[src/rtl/signal_period_meter.sv]
// Measures period and high time of an asynchronous square wave between rising edges,
// in clk cycles, and flags loss of signal after TIMEOUT cycles without a rising edge.
module signal_period_meter #(
    parameter int CNT_W   = 27,
    parameter int TIMEOUT = 100000000
) (
    input  logic             clk,
    input  logic             aclr,
    input  logic             enable,
    input  logic             sig_in,
    output logic [CNT_W-1:0] period,
    output logic [CNT_W-1:0] high_time,
    output logic             valid,
    output logic             timeout
);

    typedef enum logic {
        IDLE,
        MEASURE
    } state_t;

    localparam logic [CNT_W-1:0] TIMEOUT_C = CNT_W'(TIMEOUT);
    localparam logic [CNT_W-1:0] ONE_C     = CNT_W'(1);

    state_t           state_q, state_d;
    logic             sync1_q, sync1_d;
    logic             sync2_q, sync2_d;
    logic             prev_q, prev_d;
    logic [CNT_W-1:0] cnt_q, cnt_d;
    logic [CNT_W-1:0] hi_cnt_q, hi_cnt_d;
    logic [CNT_W-1:0] period_q, period_d;
    logic [CNT_W-1:0] high_time_q, high_time_d;
    logic             valid_q, valid_d;
    logic             timeout_q, timeout_d;
    logic             rise;

    assign rise = sync2_q & ~prev_q;

    always_ff @(posedge clk or negedge aclr) begin
        if (!aclr) begin
            state_q     <= IDLE;
            sync1_q     <= 1'b0;
            sync2_q     <= 1'b0;
            prev_q      <= 1'b0;
            cnt_q       <= '0;
            hi_cnt_q    <= '0;
            period_q    <= '0;
            high_time_q <= '0;
            valid_q     <= 1'b0;
            timeout_q   <= 1'b0;
        end else begin
            state_q     <= state_d;
            sync1_q     <= sync1_d;
            sync2_q     <= sync2_d;
            prev_q      <= prev_d;
            cnt_q       <= cnt_d;
            hi_cnt_q    <= hi_cnt_d;
            period_q    <= period_d;
            high_time_q <= high_time_d;
            valid_q     <= valid_d;
            timeout_q   <= timeout_d;
        end
    end

    always_comb begin
        sync1_d     = sig_in;
        sync2_d     = sync1_q;
        prev_d      = sync2_q;
        state_d     = state_q;
        cnt_d       = cnt_q;
        hi_cnt_d    = hi_cnt_q;
        period_d    = period_q;
        high_time_d = high_time_q;
        valid_d     = 1'b0;
        timeout_d   = timeout_q;

        // Disabling abandons the running interval but keeps the last reported results.
        if (!enable) begin
            state_d  = IDLE;
            cnt_d    = '0;
            hi_cnt_d = '0;
        end else begin
            case (state_q)
                IDLE: begin
                    if (rise) begin
                        state_d  = MEASURE;
                        cnt_d    = ONE_C;
                        hi_cnt_d = ONE_C;
                    end
                end
                MEASURE: begin
                    // A rise landing exactly on the timeout count still closes the interval.
                    if (rise) begin
                        period_d    = cnt_q;
                        high_time_d = hi_cnt_q;
                        valid_d     = 1'b1;
                        timeout_d   = 1'b0;
                        cnt_d       = ONE_C;
                        hi_cnt_d    = ONE_C;
                    end else if (cnt_q == TIMEOUT_C) begin
                        timeout_d = 1'b1;
                        state_d   = IDLE;
                        cnt_d     = '0;
                        hi_cnt_d  = '0;
                    end else begin
                        cnt_d    = cnt_q + ONE_C;
                        hi_cnt_d = hi_cnt_q + {{(CNT_W-1){1'b0}}, sync2_q};
                    end
                end
                default: state_d = IDLE;
            endcase
        end
    end

    assign period    = period_q;
    assign high_time = high_time_q;
    assign valid     = valid_q;
    assign timeout   = timeout_q;

endmodule
[config.mk]
export PLATFORM = sky130hd
export DESIGN_NAME = signal_period_meter
export DESIGN_NICKNAME = d
export VERILOG_FILES = /design/src/rtl/signal_period_meter.sv
export SDC_FILE = /design/constraint.sdc
export NUM_CORES = 1
export LEC_CHECK = 0
export CORE_ASPECT_RATIO = 1.4
export CORE_MARGIN = 2
export CORE_UTILIZATION = 56
export CTS_CLUSTER_DIAMETER = 40
export DETAILED_ROUTE_END_ITERATION = 16
export PLACE_DENSITY = 0.89
export SETUP_SLACK_MARGIN = 0.15
export SYNTH_ARGS = -nofsm -noshare
export SYNTH_HDL_FRONTEND = slang
export SYNTH_SLANG_ARGS = --single-unit
[constraint.sdc]
create_clock -name clk -period 2.76 [get_ports clk]
set_input_delay 0.552 -clock clk [delete_from_list [all_inputs] [get_ports clk]]
set_output_delay 0.552 -clock clk [all_outputs]
set_load 0.02 [all_outputs]
==> results of run 1 <==
power by group through the flow:
stage	registers [uW]	logic, uW	clock network [uW]
final	1700	159	2050
after global routing	1700	176	2140
after CTS	1700	159	2060
after detailed placement	1730	159	0
after global placement	1730	153	0
after floorplan	1740	67.9	0
stage by stage:
step	worst slack, ns	hold WS (ns)	total power [uW]	std cells	utilization (%)
6_report	0.250	0.0730	3910	740	71.6
5_1_grt	0.165	0.0980	4020	740	71.6
3_3_place_gp	0.476	0.343	1880	711	65.5
4_1_cts	0.312	0.0853	3920	740	71.6
2_1_floorplan	0.736	0.256	1810	556	-
3_5_place_dp	0.360	0.351	1890	711	65.5
registers in the layout, indices dropped and copies added (netlist names):
register,cells
timeout,1
state_q,1
period,27
cnt_q,27
sync1_q,1
prev_d,1
valid,1
prev_q,1
high_time,27
hi_cnt_q,27
timing repair:
| action | in CTS | in global routing |
|---|---|---|
| gates resized for setup | 0 | 1 |
| buffers inserted | 0 | 0 |
| endpoints found under the setup margin | 0 | 2 |
critical path, delay by kind of cell, from the launching register on:
family,cells,cell delay [ns]
AOI/OAI and AO/OA,1,0.20
adders and majority gates,1,0.15
buffers and inverters,2,0.37
DFF,1,0.43
and+or+nand+nor,4,1.23
layout make-up:
class,count,share of cell area (%)
Tap cell,107,2.07
Clock inverter,5,0.812
Multi-Input combinational cell,404,33.5
Sequential cell,114,44.1
Timing Repair Buffer,74,11.0
Clock buffer,24,7.76
Inverter,12,0.696
how the worst max path moves through the flow:
stage / to
2_1_floorplan: cnt_q[24]$_DFFE_PN0P_
3_3_place_gp: cnt_q[16]$_DFFE_PN0P_
3_5_place_dp: hi_cnt_q[10]$_DFFE_PN0P_
4_1_cts: hi_cnt_q[22]$_DFFE_PN0P_
5_1_grt: hi_cnt_q[13]$_DFFE_PN0P_
6_report: hi_cnt_q[22]$_DFFE_PN0P_
Yosys cell counts, drive strengths merged:
cell / n
nand2b: 1
o211a: 1
o21a: 1
o311ai: 1
a21boi: 2
dfrtp: 114
inv: 12
or4: 2
xor2: 28
o22ai: 1
and4: 4
xnor2: 2
or3: 9
ha: 4
clkbuf: 17
nor3: 10
a31oi: 11
o31ai: 1
o41ai: 1
nand2: 172
o21ai: 21
o41a: 1
nor4b: 4
and2: 3
nand4: 25
nor4: 4
nand3: 24
nor3b: 3
nor2b: 2
a32o: 5
a21oi: 10
buf: 9
and3: 8
o32a: 1
nor2: 41
a31o: 1
kinds of logic (layout without fill, tap and decap cells):
kind of cell	after synthesis	in the layout	share of synthesized area, %
AO/OA/AOI/OAI	58	58	7.41
XOR/XNOR	30	30	5.05
adder cells (fa/ha/maj)	4	4	0.962
buffers and inverters	38	115	3.68
flip-flops	114	114	54.8
AND/OR/NAND/NOR	312	312	28.1
per-layer routing:
layer  wire (um)  global-route usage, %
met2        6560                   42.9
met3         720                   7.99
met1        4900                   32.4
met4         398                   14.0
met5           0                      0
==> impl_results.md, run 1 <==
* Status: completed
* Crit-path slowest cell: or3_1
* Reg power frac at a little over two fifths
* Maximum buffer depth of the clock tree at 2
* Mapped Nets at 564
* Placed Area at 5910 um2
* Die height at 118 um
* Pin count of the biggest net entering global routing at 57
* Most frequent cells in the layout: nand2_1, dfrtp_1, clkdlybuf4s50_1
* FF-to-FF path depth at 8
* Yosys cell types at 45
* Final #Nets at 631
* Critical path, cell by cell: inv_1 > ha_1 > nor4b_1 > nand4_1 > or3_1 > o21ai_4 > buf_4 > nor2_1
* Drt pass-1 iters at 5
* Area of the die at 10100 um2
* Clock Power Share at 52.4%
* Fin Setup TNS at 0 ns
* Crit path launch: cnt_q[0]$_DFFE_PN0P_
* Routed Antenna Nets at 0
* Post-Syn Area at 5200 um2
* Flop2flop setup slack at 0.25 ns
* Post-DR vias/cell at 5.95
* CTS tree: done
* Worst path max stage delay at 0.60 ns
* Synthesis-stage register bit count at 114
* Worst-Margin Slew at 0.734 ns
* CP required at around 3.1 ns
* Initial Util at 57.6%
* Multi-input gate area at around 2200 um2
* Combinational share of power at under 10%
* Antenna cells at 0
* DP HPWL at roughly 8.2 mm
* All-Layer GR Usage at 26.8%
* Post-Route WL at 12.6 mm
* Max Fanout on Critical Path at 14
* Root buffer cell: clkbuf_16
* Final setup viols at 0
* Ys Warns at 0
* Clock Latency Late Sink at 0.42 ns
* Congestion Overflow GR at 0
* First-pass GRT wire length at 21.5 mm
* Switch share at 21.5%
* Fillers at 610
* GPL Wtd Cong at 0.898
* RSZ-0062 raised after global routing: false
* Std cell rows at 41
* CTS Buf Count at 17
* Setup Skew at 0.00808 ns
* Lkg Pwr at approximately 0.003 uW
* Commonest non-fill, non-tap cell in the layout: nand2_1
* Final hold vios at 0
* Fraction of layout cells with a size suffix above 1 at 8.69%
* Max Fclk at ~0.40 GHz
* Boundary Pins at 60
* CTS Sinks at 114
* Vias in the first global route at 4554
* Worst hold path type: in2async
* Core box area at 9030 um2
* WS Path Type: reg2reg
* P per Cell Area at 605 nW/um2
* Reg-to-Reg End: hi_cnt_q[22]$_DFFE_PN0P_
* Seq/Total Area, Yosys at 54.8%
* VDD IR max at 0.000578 V
* Worst r2r src: cnt_q[0]$_DFFE_PN0P_
* # port buffers at 59
* DRC at 0
* Hold Buf Count CTS at 0
* Final non-filler cell area at 6470 um2
* CP arrival at about 2.8 ns
* Reg clk slew, reported paths at 0.05 ns
* Antenna violations before repair at 0
* Slew margin rel. at 50.7%
* Crit share post-route at between 90% and 100%
* Crit. End Element: flop
* Syn Area/Cell at 9.36 um2
* DR iter-0 viols at 435
* P_sw at 840 uW
* Vias at 4405
* Max-slew violations at 0
* Cell-internal power at 3070 uW
* Register Area at 2850 um2
* Crit start category: flop
* Max cap viols at 0
* Drt wl/cell at approximately 17 um
* Share of the synthesized area in the top cell type at 54.8%
* Largest cells by area after synthesis: dfrtp_1, nand2_1, xor2_1
* Synth area leader: dfrtp_1
* Synth-to-Final Area Change at 24.3%
* H-Tree Depth at 4
* Mapped Cells at about 560
* Final min period at 2.51 ns
* Die Width at 85.5 um
No activity file was read; power rests on OpenSTA's default activity.
==> run 2, diff against run 1 <==
--- a/config.mk
+++ b/config.mk
@@ -10,6 +10,7 @@
 export CORE_UTILIZATION = 56
 export CTS_CLUSTER_DIAMETER = 40
 export DETAILED_ROUTE_END_ITERATION = 16
+export GPL_TIMING_DRIVEN = 0
 export PLACE_DENSITY = 0.89
 export SETUP_SLACK_MARGIN = 0.15
 export SYNTH_ARGS = -nofsm -noshare
==> run 2 against run 1 <==
Against the previous run: sequential power about the same; largest power group unchanged; first-iteration DRC count down 6.0%; worst setup slack better by 0.049 ns; core utilization increased by 0.96 points; sequential cell count did not move; power is 3.1% higher; largest cell class unchanged; critical path type unchanged; clock skew is 0.0019 ns lower; die area did not move; global-route usage is 0.92 points higher.
==> impl_results.md, run 2 (same netlist as run 1, synthesis figures left out) <==
* Antenna cells at 0
* Lkg Pwr at 0.00305 uW
* DP HPWL at 8.63 mm
* Crit share post-route at 89.2%
* DRC at 0
* All-Layer GR Usage at 27.7%
* Most frequent cells in the layout: nand2_1, dfrtp_1, clkdlybuf4s50_1
* Slew margin rel. at between 30% and 40%
* Final non-filler cell area at around 6600 um2
* VDD IR max at 0.000451 V
* Congestion Overflow GR at 0
* Status: completed
* Die Width at 85.5 um
* Max Fclk at a little over 0.4 GHz
* Routed Antenna Nets at 0
* CTS Buf Count at 17
* Vias at 4476
* Synth-to-Final Area Change at 26.0%
* Max-slew violations at 0
* Root buffer cell: clkbuf_16
* Initial Util at 57.6%
* Tot Pwr at between 4000 and 5000 uW
* DR iter-0 viols at 409
* H-Tree Depth at 4
* Fin Setup TNS at 0 ns
* First-pass GRT wire length at 22.0 mm
* Final cell count without fillers at 755
* Setup Skew at roughly 0.0062 ns
* Worst-Margin Slew at 0.955 ns
* Crit. End Element: flop
* Max cap viols at 0
* Fraction of layout cells with a size suffix above 1 at 8.49%
* Reg-to-Reg End: cnt_q[23]$_DFFE_PN0P_
* WS Path Type: reg2reg
* Maximum buffer depth of the clock tree at 2
* P per Cell Area at between 600 and 700 nW/um2
* Worst hold path type: in2async
* CTS Sinks at 114
* Cells after DPL at between 700 and 800
* Max Fanout on Critical Path at 10
* CP required at 3.06 ns
* Final setup viols at 0
* Area of the die at 10100 um2
* GPL Wtd Cong at 0.899
* Drt pass-1 iters at 5
* End point of the critical path: cnt_q[23]$_DFFE_PN0P_
* Clock Latency Late Sink at approximately 0.41 ns
* Reg clk slew, reported paths at 0.05 ns
* Placed Area at 5950 um2
* Crit path launch: cnt_q[0]$_DFFE_PN0P_
* Post-Route WL at about 13 mm
* CTS tree: done
* Final hold vios at 0
* RSZ-0062 raised after global routing: false
* Commonest non-fill, non-tap cell in the layout: nand2_1
* Die height at 118 um
* Antenna violations before repair at 0
* Final #Nets at 643
* Std cell rows at approximately 40
* Hold Worst Slack at about 0.20 ns
* Boundary Pins at 60
* # port buffers at just under 60
* Flop2flop setup slack at around 0.3 ns
* Crit start category: flop
* CP arrival at 2.76 ns
* Pin count of the biggest net entering global routing at 59
* Vias in the first global route at between 4000 and 5000
* Worst r2r src: cnt_q[0]$_DFFE_PN0P_
* Drt wl/cell at 17.3 um
* FF-to-FF path depth at 9
* Core box area at around 9000 um2
* Final min period at about 2.5 ns
* Post-DR vias/cell at 5.93
[run 2: cell count changes in the layout (fill, tap and decap cells not counted), sizes merged]
cell    previous run  this run
buf               16        11
bufinv             1         2
clkbuf            24        39
clkinv             3         7
[run 2: repair_timing]
| item | in CTS | in global routing |
|---|---|---|
| setup endpoints to repair | 20 | 17 |
| resized for setup | 1 | 2 |
| hold buffers | 0 | 0 |
| endpoints found under the hold margin | 0 | 0 |
| setup buffers | 0 | 0 |
[run 2: area by class of cell]
cell class | instances | area (um2)
flip-flops and latches | 114 | 2850
fillers | 620 | 2470
multi-input cells | 404 | 2170
plain buffers | 26 | 148
well taps | 107 | 134
clock inverters | 10 | 106
inverters | 12 | 45.0
clock buffers | 22 | 484
repair buffers | 60 | 616
[run 2: metrics by stage]
stage | util, % | setup WS (ns)
after floorplan | - | 0.736
after detailed placement | 65.9 | -0.351
final | 72.6 | 0.299
after CTS | 72.5 | 0.262
after global routing | 72.6 | 0.222
after global placement | 65.7 | -3.05
[run 2: critical path: stages (launching register included)]
cell and delay [ns]:
dfrtp_1 0.43, inv_1 0.13, ha_1 0.16, nor4b_1 0.26, nand4_1 0.27, or3_1 0.46, buf_6 0.15, o21ai_4 0.21
buf_6 0.20, nor2_1 0.08
[run 2: worst min path at each step]
stage,to,cells after the start
2_1_floorplan,cnt_q[0]$_DFFE_PN0P_,0
5_1_grt,sync1_q$_DFF_PN0_,1
4_1_cts,period[23]$_DFFE_PN0P_,1
6_report,sync1_q$_DFF_PN0_,1
3_3_place_gp,prev_d$_DFF_PN0_,0
3_5_place_dp,prev_d$_DFF_PN0_,0
[run 2: routing by layer]
layer	wire, um	GRT usage [%]	up-vias	part of all wire (%)
li1	-	-	2049	-
met1	5210	33.0	2201	40
met2	6780	46.2	188	52
met3	723	7.50	38	5.5
met4	368	12.9	0	2.8
met5	0	0	-	0
[run 2: report_power, final]
part	switching (uW)	total (uW)	internal, uW
Sequential	12.4	1700	1690
Clock	751	2160	1410
Combinational	118	167	49.3
